==> config.mk <==
export PLATFORM = sky130hd
export DESIGN_NAME = vending_machine_multi_flat
export DESIGN_NICKNAME = d
export VERILOG_FILES = /design/src/rtl/vending_machine_multi_pkg.sv /design/src/rtl/vending_machine_multi_if.sv /design/src/rtl/vm_change_dispenser.sv /design/src/rtl/vending_machine_multi.sv /design/src/flat_wrapper.sv
export SDC_FILE = /design/constraint.sdc
export NUM_CORES = 1
export LEC_CHECK = 0
export CAP_MARGIN = 20
export CELL_PAD_IN_SITES_DETAIL_PLACEMENT = 1
export CELL_PAD_IN_SITES_GLOBAL_PLACEMENT = 1
export CORE_UTILIZATION = 43
export CTS_CLUSTER_DIAMETER = 100
export DETAILED_ROUTE_END_ITERATION = 12
export PLACE_DENSITY = 0.91
export SYNTH_ARGS = -nofsm -noshare
export SYNTH_HDL_FRONTEND = slang
export SYNTH_SLANG_ARGS = --single-unit
==> constraint.sdc <==
create_clock -name clk -period 6.4 [get_ports clk]
set_input_delay 1.28 -clock clk [delete_from_list [all_inputs] [get_ports clk]]
set_output_delay 1.28 -clock clk [all_outputs]
set_load 0.01 [all_outputs]
==> src/rtl/vending_machine_multi_pkg.sv <==
// Shared types and coin constants for the multi-product vending controller.
package vending_pkg;

  typedef enum logic [1:0] {
    ST_IDLE    = 2'd0,
    ST_DELIVER = 2'd1,
    ST_CHANGE  = 2'd2
  } state_t;

  localparam logic [7:0] COIN_10  = 8'd10;
  localparam logic [7:0] COIN_20  = 8'd20;
  localparam logic [7:0] COIN_50  = 8'd50;
  localparam logic [7:0] COIN_100 = 8'd100;
  localparam logic [7:0] COIN_200 = 8'd200;

  function automatic logic is_valid_coin(input logic [7:0] c);
    return (c == COIN_10) || (c == COIN_20) || (c == COIN_50) ||
           (c == COIN_100) || (c == COIN_200);
  endfunction

endpackage

==> src/rtl/vending_machine_multi_if.sv <==
// Front-end / dispenser bundle of the vending controller.
interface vending_machine_multi_if #(
  parameter int SEL_W    = 3,
  parameter int CREDIT_W = 10,
  parameter int STOCK_W  = 4
);
  // No handshake: every input is a level sampled on each rising edge, every
  // pulse output is high for exactly one cycle; there is no back-pressure.
  logic [7:0]          coin_in;
  logic [SEL_W-1:0]    button_in;
  logic                cancel_in;
  logic                restock_in;
  logic [SEL_W-1:0]    restock_sel;
  logic [STOCK_W-1:0]  restock_qty;
  logic [SEL_W-1:0]    beverage_out;
  logic [7:0]          change_out;
  logic                coin_reject_out;
  logic                sold_out_out;
  logic [CREDIT_W-1:0] credit;
  logic [1:0]          state;

  modport master (
    output coin_in, button_in, cancel_in, restock_in, restock_sel, restock_qty,
    input  beverage_out, change_out, coin_reject_out, sold_out_out, credit, state
  );

  modport slave (
    input  coin_in, button_in, cancel_in, restock_in, restock_sel, restock_qty,
    output beverage_out, change_out, coin_reject_out, sold_out_out, credit, state
  );
endinterface

==> src/rtl/vm_change_dispenser.sv <==
// Greedy change selection: largest real denomination not above the credit.
module vm_change_dispenser
  import vending_pkg::*;
#(
  parameter int CREDIT_W = 10
) (
  input  logic [CREDIT_W-1:0] i_credit,
  output logic [7:0]          o_coin
);
  logic [31:0] w_credit;
  assign w_credit = 32'(i_credit);

  always_comb begin
    o_coin = 8'd0;
    if (w_credit >= 32'(COIN_200))      o_coin = COIN_200;
    else if (w_credit >= 32'(COIN_100)) o_coin = COIN_100;
    else if (w_credit >= 32'(COIN_50))  o_coin = COIN_50;
    else if (w_credit >= 32'(COIN_20))  o_coin = COIN_20;
    else if (w_credit >= 32'(COIN_10))  o_coin = COIN_10;
  end
endmodule

==> src/rtl/vending_machine_multi.sv <==
// Multi-product vending controller: credit, per-product stock, delivery
// timing and greedy change return. All outputs come straight from flops.
module vending_machine_multi
  import vending_pkg::*;
#(
  parameter int NUM_PRODUCTS = 4,
  parameter int CREDIT_W     = 10,
  parameter logic [NUM_PRODUCTS*CREDIT_W-1:0] PRICE_TABLE =
    {10'd150, 10'd100, 10'd70, 10'd50},
  parameter int MAX_CREDIT     = 500,
  parameter int DELIVER_CYCLES = 3,
  parameter int STOCK_W        = 4,
  parameter int INIT_STOCK     = 5
) (
  input logic clk,
  input logic rst,
  vending_machine_multi_if.slave bus
);
  localparam int SEL_W = $clog2(NUM_PRODUCTS + 1);
  localparam int CNT_W = (DELIVER_CYCLES > 1) ? $clog2(DELIVER_CYCLES) : 1;
  localparam logic [CNT_W-1:0] LAST_CNT = CNT_W'(DELIVER_CYCLES - 1);
  localparam int SUM_W = CREDIT_W + 9;
  localparam logic [STOCK_W:0] STOCK_MAX = {1'b0, {STOCK_W{1'b1}}};

  state_t              r_state, w_next_state;
  logic [CREDIT_W-1:0] r_credit, w_next_credit;
  logic [CNT_W-1:0]    r_cnt, w_next_cnt;
  logic [SEL_W-1:0]    r_sel, w_next_sel;
  logic [STOCK_W-1:0]  r_stock [NUM_PRODUCTS];
  logic [STOCK_W:0]    w_stock_sum [NUM_PRODUCTS];
  logic [SEL_W-1:0]    r_bev, w_next_bev;
  logic [7:0]          r_change, w_next_change;
  logic                r_reject, w_next_reject;
  logic                r_sold, w_next_sold;
  logic [7:0]          w_greedy;
  logic [CREDIT_W-1:0] w_price;
  logic                w_stock_zero, w_btn_valid, w_coin_fits;
  logic                w_sale, w_sold_out, w_coin_taken;

  vm_change_dispenser #(.CREDIT_W(CREDIT_W)) u_change (
    .i_credit(r_credit),
    .o_coin  (w_greedy)
  );

  assign w_btn_valid = (bus.button_in != '0) && (32'(bus.button_in) <= 32'(NUM_PRODUCTS));
  assign w_coin_fits = (SUM_W'(r_credit) + SUM_W'(bus.coin_in)) <= SUM_W'(MAX_CREDIT);

  always_comb begin
    w_price      = '0;
    w_stock_zero = 1'b0;
    for (int k = 0; k < NUM_PRODUCTS; k++) begin
      if (bus.button_in == SEL_W'(k + 1)) begin
        w_price      = PRICE_TABLE[k*CREDIT_W +: CREDIT_W];
        w_stock_zero = (r_stock[k] == '0);
      end
    end
  end

  always_comb begin
    w_next_state  = r_state;
    w_next_credit = r_credit;
    w_next_cnt    = r_cnt;
    w_next_sel    = r_sel;
    w_sale        = 1'b0;
    w_sold_out    = 1'b0;
    w_coin_taken  = 1'b0;
    case (r_state)
      ST_IDLE: begin
        // Cancel outranks the button, which outranks the coin slot.
        if (bus.cancel_in) begin
          if (r_credit != '0) begin
            w_next_state  = ST_CHANGE;
            w_next_credit = r_credit - CREDIT_W'(w_greedy);
          end
        end else if (bus.button_in != '0) begin
          if (w_btn_valid) begin
            if (w_stock_zero) begin
              w_sold_out = 1'b1;
            end else if (r_credit >= w_price) begin
              w_sale        = 1'b1;
              w_next_credit = r_credit - w_price;
              w_next_sel    = bus.button_in;
              w_next_cnt    = '0;
              w_next_state  = ST_DELIVER;
            end
          end
        end else if (is_valid_coin(bus.coin_in) && w_coin_fits) begin
          w_coin_taken  = 1'b1;
          w_next_credit = r_credit + CREDIT_W'(bus.coin_in);
        end
      end
      ST_DELIVER: begin
        if (r_cnt == LAST_CNT) begin
          if (r_credit != '0) begin
            w_next_state  = ST_CHANGE;
            w_next_credit = r_credit - CREDIT_W'(w_greedy);
          end else begin
            w_next_state = ST_IDLE;
          end
        end else begin
          w_next_cnt = r_cnt + 1'b1;
        end
      end
      ST_CHANGE: begin
        if (r_credit == '0) w_next_state = ST_IDLE;
        else                w_next_credit = r_credit - CREDIT_W'(w_greedy);
      end
      default: w_next_state = ST_IDLE;
    endcase
  end

  always_comb begin
    w_next_bev = '0;
    if ((w_next_state == ST_DELIVER) && (w_next_cnt == LAST_CNT)) w_next_bev = w_next_sel;
    w_next_change = (w_next_state == ST_CHANGE) ? w_greedy : 8'd0;
    w_next_reject = (bus.coin_in != 8'd0) && !w_coin_taken;
    w_next_sold   = w_sold_out;
  end

  // A sale and a restock on the same product combine before saturation.
  always_comb begin
    for (int k = 0; k < NUM_PRODUCTS; k++) begin
      w_stock_sum[k] = {1'b0, r_stock[k]}
        - ((w_sale && (w_next_sel == SEL_W'(k + 1))) ? (STOCK_W + 1)'(1) : '0)
        + ((bus.restock_in && (bus.restock_sel == SEL_W'(k + 1))) ?
           {1'b0, bus.restock_qty} : '0);
    end
  end

  always_ff @(posedge clk) begin
    if (!rst) begin
      r_state  <= ST_IDLE;
      r_credit <= '0;
      r_cnt    <= '0;
      r_sel    <= '0;
      r_bev    <= '0;
      r_change <= 8'd0;
      r_reject <= 1'b0;
      r_sold   <= 1'b0;
      for (int k = 0; k < NUM_PRODUCTS; k++) r_stock[k] <= STOCK_W'(INIT_STOCK);
    end else begin
      r_state  <= w_next_state;
      r_credit <= w_next_credit;
      r_cnt    <= w_next_cnt;
      r_sel    <= w_next_sel;
      r_bev    <= w_next_bev;
      r_change <= w_next_change;
      r_reject <= w_next_reject;
      r_sold   <= w_next_sold;
      for (int k = 0; k < NUM_PRODUCTS; k++) begin
        r_stock[k] <= (w_stock_sum[k] > STOCK_MAX) ? {STOCK_W{1'b1}} : w_stock_sum[k][STOCK_W-1:0];
      end
    end
  end

  assign bus.beverage_out    = r_bev;
  assign bus.change_out      = r_change;
  assign bus.coin_reject_out = r_reject;
  assign bus.sold_out_out    = r_sold;
  assign bus.credit          = r_credit;
  assign bus.state           = r_state;
endmodule

==> src/flat_wrapper.sv <==
// flat-port wrapper written by rule: the top's interface ports become plain ports
module vending_machine_multi_flat import vending_pkg::*;
#(
  parameter int NUM_PRODUCTS = 4,
  parameter int CREDIT_W     = 10,
  parameter logic [NUM_PRODUCTS*CREDIT_W-1:0] PRICE_TABLE =
    {10'd150, 10'd100, 10'd70, 10'd50},
  parameter int MAX_CREDIT     = 500,
  parameter int DELIVER_CYCLES = 3,
  parameter int STOCK_W        = 4,
  parameter int INIT_STOCK     = 5
)
  (clk, rst, bus_coin_in, bus_button_in, bus_cancel_in, bus_restock_in, bus_restock_sel, bus_restock_qty, bus_beverage_out, bus_change_out, bus_coin_reject_out, bus_sold_out_out, bus_credit, bus_state);
  vending_machine_multi_if #(.SEL_W(3), .CREDIT_W(CREDIT_W), .STOCK_W(STOCK_W)) bus_i ();
  input logic clk;
  input logic rst;
  input wire logic [$bits(bus_i.coin_in)-1:0] bus_coin_in;
  input wire logic [$bits(bus_i.button_in)-1:0] bus_button_in;
  input wire logic [$bits(bus_i.cancel_in)-1:0] bus_cancel_in;
  input wire logic [$bits(bus_i.restock_in)-1:0] bus_restock_in;
  input wire logic [$bits(bus_i.restock_sel)-1:0] bus_restock_sel;
  input wire logic [$bits(bus_i.restock_qty)-1:0] bus_restock_qty;
  output wire logic [$bits(bus_i.beverage_out)-1:0] bus_beverage_out;
  output wire logic [$bits(bus_i.change_out)-1:0] bus_change_out;
  output wire logic [$bits(bus_i.coin_reject_out)-1:0] bus_coin_reject_out;
  output wire logic [$bits(bus_i.sold_out_out)-1:0] bus_sold_out_out;
  output wire logic [$bits(bus_i.credit)-1:0] bus_credit;
  output wire logic [$bits(bus_i.state)-1:0] bus_state;
  assign bus_i.coin_in = bus_coin_in;
  assign bus_i.button_in = bus_button_in;
  assign bus_i.cancel_in = bus_cancel_in;
  assign bus_i.restock_in = bus_restock_in;
  assign bus_i.restock_sel = bus_restock_sel;
  assign bus_i.restock_qty = bus_restock_qty;
  assign bus_beverage_out = bus_i.beverage_out;
  assign bus_change_out = bus_i.change_out;
  assign bus_coin_reject_out = bus_i.coin_reject_out;
  assign bus_sold_out_out = bus_i.sold_out_out;
  assign bus_credit = bus_i.credit;
  assign bus_state = bus_i.state;
  vending_machine_multi #(.NUM_PRODUCTS(NUM_PRODUCTS), .CREDIT_W(CREDIT_W), .PRICE_TABLE(PRICE_TABLE), .MAX_CREDIT(MAX_CREDIT), .DELIVER_CYCLES(DELIVER_CYCLES), .STOCK_W(STOCK_W), .INIT_STOCK(INIT_STOCK)) u_core (.clk(clk), .rst(rst), .bus(bus_i));
endmodule
==> run summary <==
Commonest cells post-synth = 65 x inv_1, 62 x ha_1, 53 x nor2_1
Startpoint types = input pin
Vias in the first global route = 4285
Seq pwr share = 0.207
Power, Total = 2.19 mW
Most common cell in the netlist = inv_1
Flop-to-flop setup slack = 2.14 ns
Worst endpoint data arrival time = 5.93 ns
Cell Count, Final, Fillers Out = 700
Core area = 9770 µm²
Drt pass-1 iters = 4
Horiz. Die Dim = 102 µm
Post-CTS sizing = 0
Slew headroom = 0.400
Post-Syn Area = 4330 µm²
RSZ-0062 raised after global routing = no
Net count, final = 657
EDFF count, synth = 0
Top cell type's share of synthesized area = 0.208
DRT Wirelength = 12300 µm
Clk_lat worst skew = 0.32 ns
Net switching fraction of the power = 0.480
Worst clock skew = 0.0136 ns
FMAX = 0.175 GHz
Status = finished, final reports clean
DP Cell Count = 692
Worst-path fanout max = 10
Hold buffers post-CTS = 0
Mapped Cells = 527
Slowest-stage cell, CP = clkdlybuf4s50_1
Worst Hold Path Cells = 2
Average cell area after synthesis = 8.21 µm²
Most used cell, CP = ha_1
NetSw = 1.05 mW
Max-Cap Viols = 0
CTS Buffer Depth = 2
Final RePlAce weighted congestion = 0.943
Area Overhead vs Synth = 15.0%
Post-synthesis cell type count = 78
Vias = 3923
# DRC = 0
Final Hold Viols = 0
Final slew viol count = 0
Synth warnings = 0
1st-iter DRT viols = 144
R2R depth = 14
CP required = 6.61 ns
Share of layout cells above drive strength 1 = 0.0547
Diodes inserted = 0
Delay of the slowest critical-path stage = 0.59 ns
Wire length per cell = 17.6 µm
# fillers = 1216
Hold path endpoint = u_core.r_sel[2]$_SDFF_PN0_
P_leak = 2.22 nW
Min-delay src = u_core.r_sel[2]$_SDFF_PN0_
Worst-path clk slew = 0.09 ns
Num CTS Buffers = 5
GRT Util Overall = 0.253
DP Worst Slack = 0.387 ns
Register area share after synthesis = 0.208
Final min period = 5.73 ns
Critical R2R Launch = u_core.bus.credit[3]$_SDFFE_PN0P_
Internal power = 1.14 mW
Setup bufs post-CTS = 0
DR vias/cell = 5.60
Die Span Y = 102 µm
First-pass GRT wire length = 20400 µm
Largest net degree at the start of global routing = 28
IO Count = 47
Final HPWL DP = 9880 µm
CTS tree = built
Crit-path cells = clkdlybuf4s50_1, nor2_1, ha_1, inv_1, o21ai_0, ha_1, nor2b_4, o311ai_1, a311oi_2, o2111ai_4, nor3_1, ha_1, inv_1, ha_1, fa_1, a21o_1, a21oi_1, xnor2_1, or3_1
GR Overflow Total = 0
Die ar. = 10500 µm²
Combinational share of power = 0.690
H-tree depth = 2
Routed Antenna Nets = 0
Peak VDD IR = 0.000202 V
Initial core utilization = 0.443
Post-synth ARST share = 0
Final TNS setup = 0 ns
Crit path buffers/inverters = 3
Pwr dens = 440 nW/µm²
Top FF cell, synth = dfxtp_1
Final setup viols = 0
Syn nets = 618
Synth area leaders = dfxtp_1 21%, ha_1 18%, inv_1 5.6%
Slew @ Worst Pin = 0.899 ns
CTS root buf = clkbuf_8
Flops & latches, synth = 45
IO buf count = 45
Post-synth top area cell = dfxtp_1
Initial antenna violation count = 0
Cell family with most CP delay = adder cells
Setup crit end kind = flop
Clk sinks = 45
Period utilization = 0.895
Final Worst Setup Slack = 0.673 ns
CP Class = input pin to flop
Hold WC Path Type = flop to flop
Reg2reg end = u_core.bus.credit[9]$_SDFFE_PN0P_
Std cell rows = 36
Clock share of power = 0.103
worst min-delay path, cell delays in order, from the launching register on:
cell and delay (ns):
dfxtp_1 0.32, a21oi_1 0.07, nor2_1 0.08
power by group through the flow:
stage / sequential [mW] / combinational, mW / clock, mW
2_1_floorplan: 0.429 / 1.12 / 0
3_3_place_gp: 0.455 / 1.40 / 0
3_5_place_dp: 0.460 / 1.49 / 0
4_1_cts: 0.453 / 1.51 / 0.232
5_1_grt: 0.463 / 1.69 / 0.239
6_report: 0.453 / 1.51 / 0.227
cells by family after synthesis:
group | count (synthesis) | share of synthesized area
AOI/OAI and AO/OA | 125 | 0.218
xor gates and xnor gates | 28 | 0.0567
adders and majority gates | 69 | 0.212
buffers and inverters | 78 | 0.0743
DFF | 45 | 0.208
muxes | 5 | 0.0116
other | 1 | 0.000866
and+or+nand+nor | 176 | 0.219
registers in the layout, summed over array words and instances, names as in the netlist:
signal and flops:
u_core.r_sel 3, u_core.bus.sold_out_out 1, u_core.bus.change_out 7, u_core.bus.coin_reject_out 1
u_core.r_cnt 2, u_core.bus.credit 10, u_core.bus.state 2, u_core.r_stock 16
u_core.bus.beverage_out 3
layout make-up:
| type | count | area (µm²) | share of cell area |
|---|---|---|---|
| multi-input cells | 404 | 3110 | 0.624 |
| flip-flops and latches | 45 | 901 | 0.181 |
| repair buffers | 45 | 450 | 0.0905 |
| inverters | 65 | 244 | 0.0490 |
| well taps | 133 | 166 | 0.0334 |
| clock buffers | 6 | 72.6 | 0.0146 |
| clock inverters | 2 | 38.8 | 0.00779 |
worst max path at each step:
stage / start / end / slack [ns] / cells past startpoint
floorplan: bus_button_in[1] / u_core.r_stock[0][14]$_SDFF_PN1_ / 1.37 / 18
global placement: bus_button_in[1] / u_core.r_stock[0][2]$_SDFF_PN1_ / 0.58 / 18
detailed placement: bus_button_in[0] / u_core.r_stock[0][14]$_SDFF_PN1_ / 0.39 / 19
CTS: bus_button_in[1] / u_core.r_stock[0][6]$_SDFF_PN1_ / 0.71 / 19
global route: bus_button_in[1] / u_core.r_stock[0][14]$_SDFF_PN1_ / 0.33 / 19
finish: bus_button_in[1] / u_core.r_stock[0][6]$_SDFF_PN1_ / 0.67 / 19
cell usage in the layout (no fill, tap or decap), types with 8 or more instances in the layout:
cell	instances
clkdlybuf4s50_1	45
nand2b_1	10
and2_1	9
nor3_1	12
ha_1	62
xnor2_1	20
a21o_1	10
nor2_1	53
o21ai_0	20
dfxtp_1	45
nand2_1	37
xor2_1	8
a21oi_1	33
inv_1	65
or3_1	11
stage by stage:
stage / util / hold slack [ns] / area, µm²
floorplan: - / 0.447 / 4330
global route: 0.509 / 0.556 / 4980
finish: 0.509 / 0.494 / 4980
CTS: 0.509 / 0.502 / 4980
detailed placement: 0.498 / 0.480 / 4870
global placement: 0.498 / 0.460 / 4870
metal layers:
layer | up-vias | global-route usage | share of wire
met1 | 1891 | 0.296 | 0.44
met5 | - | 0 | 0
li1 | 1916 | - | -
met2 | 94 | 0.468 | 0.50
met4 | 0 | 0.0802 | 0.019
met3 | 22 | 0.0404 | 0.037
No activity file was read; power rests on OpenSTA's default activity.
